--- config.mk ---
export PLATFORM = sky130hd
export DESIGN_NAME = elevator_request_scheduler
export DESIGN_NICKNAME = d
export VERILOG_FILES = /design/src/rtl/elevator_pkg.sv /design/src/rtl/floor_scan_select.sv /design/src/rtl/elevator_request_scheduler.sv
export SDC_FILE = /design/constraint.sdc
export NUM_CORES = 1
export LEC_CHECK = 0
export ABC_CLOCK_PERIOD_IN_PS = 3250
export BUFFER_PORTS_ARGS = -buffer_cell sky130_fd_sc_hd__buf_2
export CORE_MARGIN = 10
export CORE_UTILIZATION = 56
export CTS_CLUSTER_DIAMETER = 50
export DETAILED_ROUTE_END_ITERATION = 12
export PLACE_DENSITY = 0.79
export SLEW_MARGIN = 30
export SYNTH_ARGS = -nofsm -noshare
export SYNTH_HDL_FRONTEND = slang
export SYNTH_HIERARCHICAL = 1
export SYNTH_SLANG_ARGS = --single-unit
--- constraint.sdc ---
create_clock -name CLOCK_50 -period 3.25 [get_ports CLOCK_50]
set_input_delay 0.325 -clock CLOCK_50 [delete_from_list [all_inputs] [get_ports CLOCK_50]]
set_output_delay 0.325 -clock CLOCK_50 [all_outputs]
set_load 0.01 [all_outputs]
--- src/rtl/elevator_pkg.sv ---
// Shared widths and the SCAN direction state type for the elevator scheduler.
package elevator_pkg;

  localparam int unsigned FLOOR_W    = 4;
  localparam int unsigned MAX_FLOORS = 16;

  typedef enum logic [1:0] {
    IDLE,
    UP,
    DOWN
  } sched_state_t;

endpackage

--- src/rtl/floor_scan_select.sv ---
// Combinational nearest-call search above and below the car position.
// The above search includes cur_floor except in IDLE, where only strictly
// higher calls count; the below search always includes cur_floor.
module floor_scan_select
  import elevator_pkg::*;
#(
  parameter int unsigned NUM_FLOORS = 10
) (
  input  logic [NUM_FLOORS-1:0] pending,
  input  logic [FLOOR_W-1:0]    cur_floor,
  input  sched_state_t          direction,
  output logic                  found_above,
  output logic                  found_below,
  output logic [FLOOR_W-1:0]    nearest_above,
  output logic [FLOOR_W-1:0]    nearest_below
);

  // Two priority scans; the last hit in each loop is the closest call.
  always_comb begin
    found_above   = 1'b0;
    found_below   = 1'b0;
    nearest_above = '0;
    nearest_below = '0;
    for (int i = int'(NUM_FLOORS) - 1; i >= 0; i--) begin
      if (pending[i] && ((i > int'(cur_floor)) ||
                         ((direction != IDLE) && (i == int'(cur_floor))))) begin
        found_above   = 1'b1;
        nearest_above = FLOOR_W'(i);
      end
    end
    for (int i = 0; i < int'(NUM_FLOORS); i++) begin
      if (pending[i] && (i <= int'(cur_floor))) begin
        found_below   = 1'b1;
        nearest_below = FLOOR_W'(i);
      end
    end
  end

endmodule

--- src/rtl/elevator_request_scheduler.sv ---
// Elevator request scheduler: captures calls into a pending bitmap, runs the
// SCAN direction FSM and presents one registered target floor.
module elevator_request_scheduler
  import elevator_pkg::*;
#(
  parameter int unsigned NUM_FLOORS = 10
) (
  input  logic                  CLOCK_50,
  input  logic                  RESET_N,
  input  logic [FLOOR_W-1:0]    req_floor,
  input  logic                  req_valid,
  input  logic [FLOOR_W-1:0]    cur_floor,
  input  logic                  arrive,
  output logic [FLOOR_W-1:0]    target_floor,
  output logic                  target_valid,
  output logic                  dir_up,
  output logic                  busy,
  output logic [NUM_FLOORS-1:0] pending
);

  logic [FLOOR_W-1:0]    cur_sat;
  logic                  req_valid_q, req_edge_q, arrive_q;
  logic [FLOOR_W-1:0]    req_floor_q, arr_floor_q;
  logic                  req_accept;
  logic [NUM_FLOORS-1:0] pending_q, pending_d;
  sched_state_t          state_q, state_d;
  logic [FLOOR_W-1:0]    target_q, target_d;
  logic                  target_valid_q, target_valid_d;
  logic                  found_above, found_below;
  logic [FLOOR_W-1:0]    nearest_above, nearest_below;

  // Out-of-range car positions are treated as the top floor.
  always_comb begin
    cur_sat = (32'(cur_floor) >= NUM_FLOORS) ? FLOOR_W'(NUM_FLOORS - 1) : cur_floor;
  end

  // Input stage: request edge detect plus arrive pulse, both with their floor.
  always_ff @(posedge CLOCK_50 or negedge RESET_N) begin
    if (!RESET_N) begin
      req_valid_q <= 1'b0;
      req_edge_q  <= 1'b0;
      req_floor_q <= '0;
      arrive_q    <= 1'b0;
      arr_floor_q <= '0;
    end else begin
      req_valid_q <= req_valid;
      req_edge_q  <= req_valid & ~req_valid_q;
      req_floor_q <= req_floor;
      arrive_q    <= arrive;
      arr_floor_q <= cur_sat;
    end
  end

  // Pending update; a clear for the served floor overrides a same-cycle set.
  always_comb begin
    req_accept = req_edge_q && (32'(req_floor_q) < NUM_FLOORS) &&
                 !((state_q == IDLE) && (req_floor_q == cur_sat));
    pending_d  = pending_q;
    for (int unsigned i = 0; i < NUM_FLOORS; i++) begin
      if (req_accept && (32'(req_floor_q) == i)) pending_d[i] = 1'b1;
      if (arrive_q && (32'(arr_floor_q) == i)) pending_d[i] = 1'b0;
    end
  end

  floor_scan_select #(
    .NUM_FLOORS (NUM_FLOORS)
  ) u_scan (
    .pending       (pending_q),
    .cur_floor     (cur_sat),
    .direction     (state_q),
    .found_above   (found_above),
    .found_below   (found_below),
    .nearest_above (nearest_above),
    .nearest_below (nearest_below)
  );

  // SCAN direction FSM; the target follows the direction being entered so a
  // reversal picks the first call on the new side in the same update.
  always_comb begin
    state_d        = state_q;
    target_d       = target_q;
    target_valid_d = |pending_q;
    unique case (state_q)
      IDLE: begin
        if (found_above)     state_d = UP;
        else if (|pending_q) state_d = DOWN;
      end
      UP: begin
        if (!(|pending_q))    state_d = IDLE;
        else if (!found_above) state_d = DOWN;
      end
      DOWN: begin
        if (!(|pending_q))    state_d = IDLE;
        else if (!found_below) state_d = UP;
      end
      default: state_d = IDLE;
    endcase
    if (|pending_q) begin
      target_d = (state_d == UP) ? nearest_above : nearest_below;
    end
  end

  // Pending map, direction state and registered target.
  always_ff @(posedge CLOCK_50 or negedge RESET_N) begin
    if (!RESET_N) begin
      pending_q      <= '0;
      state_q        <= IDLE;
      target_q       <= '0;
      target_valid_q <= 1'b0;
    end else begin
      pending_q      <= pending_d;
      state_q        <= state_d;
      target_q       <= target_d;
      target_valid_q <= target_valid_d;
    end
  end

  assign pending      = pending_q;
  assign target_floor = target_q;
  assign target_valid = target_valid_q;
  assign dir_up       = (state_q == UP);
  assign busy         = (state_q != IDLE);

endmodule

==> out/qor.yml <==
status: "completed"
grt_pass1_vias: 1832
synth_fp_nets: 226
die_area_um2: 5950
row_count: 20
required_ns: 3.45
clock_skew_ns: 0.00904
p_leak_nw: 0.872
synth_edf_count: 0
cp-endpoint: "target_floor[3]"
start_kind: "register"
diodes: 0
io_buffers: 28
hold_slack_ns: 0.0981
cts-htree-levels: 1
hold_viol: 0
grt_pass1_wl_um: 8150
cts_buffers: 3
synth-seq-area-share_pct: 38.3
place_area_um2: 2010
r2r_setup_slack_ns: 0.62
p_per_area_nw_per_um2: 532
cp.arrival_ns: 2.83
start_util_pct: 59.4
fin_area_um2: 2040
wire_per_inst_um: 16.9
viasPerCell: 6.29
synthFlopType: "dfrtp_1"
synth.area.top_cells: "dfrtp_1, nor2_1, a21oi_1"
synth_common_cells: "dfrtp_1, nor2_1, a21oi_1"
slew_violations: 0
drive_gt1_share_pct: 19.4
min_period_ns: 2.63
r2r_start: "state_q[1]"
cts.sinks: 28
gp_congestion: 1.01
ir_drop_mv: 0.342
syn_avg_cell_area_um2: 8.54
drt_iter0_markers: 204
rsz0062_at_grt: "no"
cts-resized-gates: 0
post_cts_buffers: 0
final-setup-viol-count: 0
clkTransAtPathRegs_ns: 0.14
critPathLaunch: "state_q[1]"
yosys_warnings: 6
ff2ff_path_depth: 8
cp-end-kind: "register"
synth-seq-cells: 28
switchingPower_mw: 0.446
pin_count: 29
dr.pass1.iters: 5
drc: 0
tns_ns: 0
cts-root-buf: "clkbuf_4"
clock_latency_ns: 0.32
gr-usage-all-layers_pct: 16.0
vias: 1799
hp-class: "in -> reg"
die_h_um: 77.1
p_seq_share_pct: 47.1
cap_violations: 0
synthArstFlopShare_pct: 100
synthesis.area_um2: 1830
drtAntennaViolNets: 0
core-area_um2: 3080
overflow: 0
grt_max_degree: 29
p_int_mw: 0.641
synth_top_area_share_pct: 38.3
yosys.area.top_type: "dfrtp_1"
area_delta_synth_final_pct: 11.8
ys_types: 57
finalCritPeriodShare_pct: 81.1
tightest_slew_ns: 0.600
worstSetupPathType: "reg -> reg"
finalWirelength_um: 4840
cts_tree: "done"
cp_max_fo: 11
slew_headroom_pct: 58.9
dp_hpwl_um: 3630
p_sw_share_pct: 41.0
postSynthCellCount: 214
nets: 256
power_frac_clock_pct: 12.3
r2r_end: "target_floor[3]"
antenna_found_initial: 0
p_comb_share_pct: 40.6
cts.path.max_buffers: 2
fp.dieW_um: 77.1
clock.fmax_mhz: 380
critical path, stage by stage, from the launching register on:
cell and delay (ns):
dfrtp_1 0.54, nor3b_2 0.28, o21ai_0 0.14, a22oi_1 0.20, a21oi_1 0.13, or3_1 0.39
mux2i_1 0.48, mux2i_1 0.25, a21oi_1 0.09
state kept, by name (all words and copies together), names as in the netlist:
register and count:
pending 10, arr_floor_q 4, req_floor_q 4, target_floor 4, state_q 2, arrive_q 1
req_edge_q 1, req_valid_q 1, target_valid 1
area by class of cell:
type,instances,area (um2)
repair buffers,33,180
clock buffers,3,22.5
flip-flops and latches,28,701
well taps,44,55.1
inverters,15,61.3
fillers,273,1030
multi-input cells,163,1020
metrics by stage:
step | util (%) | setup slack [ns] | power (mW) | std cells
finish | 66.4 | 0.616 | 1.09 | 286
global route | 66.4 | 0.362 | 1.16 | 286
CTS | 66.4 | 0.626 | 1.09 | 286
detailed placement | 65.4 | 0.274 | 0.954 | 282
global placement | 65.4 | 0.374 | 0.946 | 282
floorplan | - | 0.847 | 0.797 | 214
logic make-up (layout without fill, tap and decap cells):
family	after synthesis	in the layout	synth area share (%)
compound gates	76	76	28.9
xor+xnor	2	2	0.958
flops	28	28	38.3
simple gates	77	77	21.8
fa+ha+maj	1	1	0.548
buf+inv	23	51	5.61
mux	7	7	3.83
power groups by stage:
stage,sequential (mW),clock (mW),combinational (mW)
final,0.512,0.134,0.441
after global routing,0.522,0.147,0.491
after CTS,0.508,0.137,0.442
after detailed placement,0.514,0,0.440
after global placement,0.513,0,0.433
after floorplan,0.506,0,0.291
layout by cell type (no fill, tap or decap), drive strengths merged, types with 2 or more instances in the layout:
cell type | synthesis | final
mux2i | 7 | 7
nor3 | 3 | 3
or2 | 2 | 2
o21a | 3 | 3
a211oi | 2 | 2
o22ai | 4 | 4
nor3b | 4 | 4
nor4 | 3 | 3
a21oi | 19 | 19
o21ai | 11 | 11
o21bai | 2 | 2
o221ai | 2 | 2
buf | 4 | 32
dfrtp | 28 | 28
nand3b | 3 | 3
nor2b | 11 | 11
nand4 | 2 | 2
inv | 15 | 15
nor2 | 28 | 28
nand2 | 9 | 9
o32ai | 3 | 3
a31oi | 13 | 13
nand3 | 6 | 6
o311ai | 2 | 2
clkbuf | 4 | 3
repair_timing:
| action | in CTS | in global routing |
|---|---|---|
| hold endpoints to repair | 14 | 0 |
| hold buffers | 1 | 0 |
| endpoints found under the setup margin | 0 | 0 |
worst min-delay path by stage:
stage / startpoint / to / depth (start not counted)
6_report: arrive / arrive_q / 1
5_1_grt: req_floor[0] / req_floor_q[0] / 1
4_1_cts: req_floor[1] / req_floor_q[1] / 1
3_5_place_dp: RESET_N / req_edge_q / 1
3_3_place_gp: RESET_N / req_edge_q / 1
2_1_floorplan: RESET_N / arr_floor_q[0] / 0
per-layer routing:
| metal | global-route usage (%) | routed length, um | up-vias |
|---|---|---|---|
| met5 | 0 | 0 | - |
| li1 | - | - | 852 |
| met4 | 7.66 | 83 | 0 |
| met2 | 27.0 | 2370 | 84 |
| met1 | 18.8 | 1970 | 853 |
| met3 | 3.50 | 412 | 10 |
(Power assumes the default switching activity.)
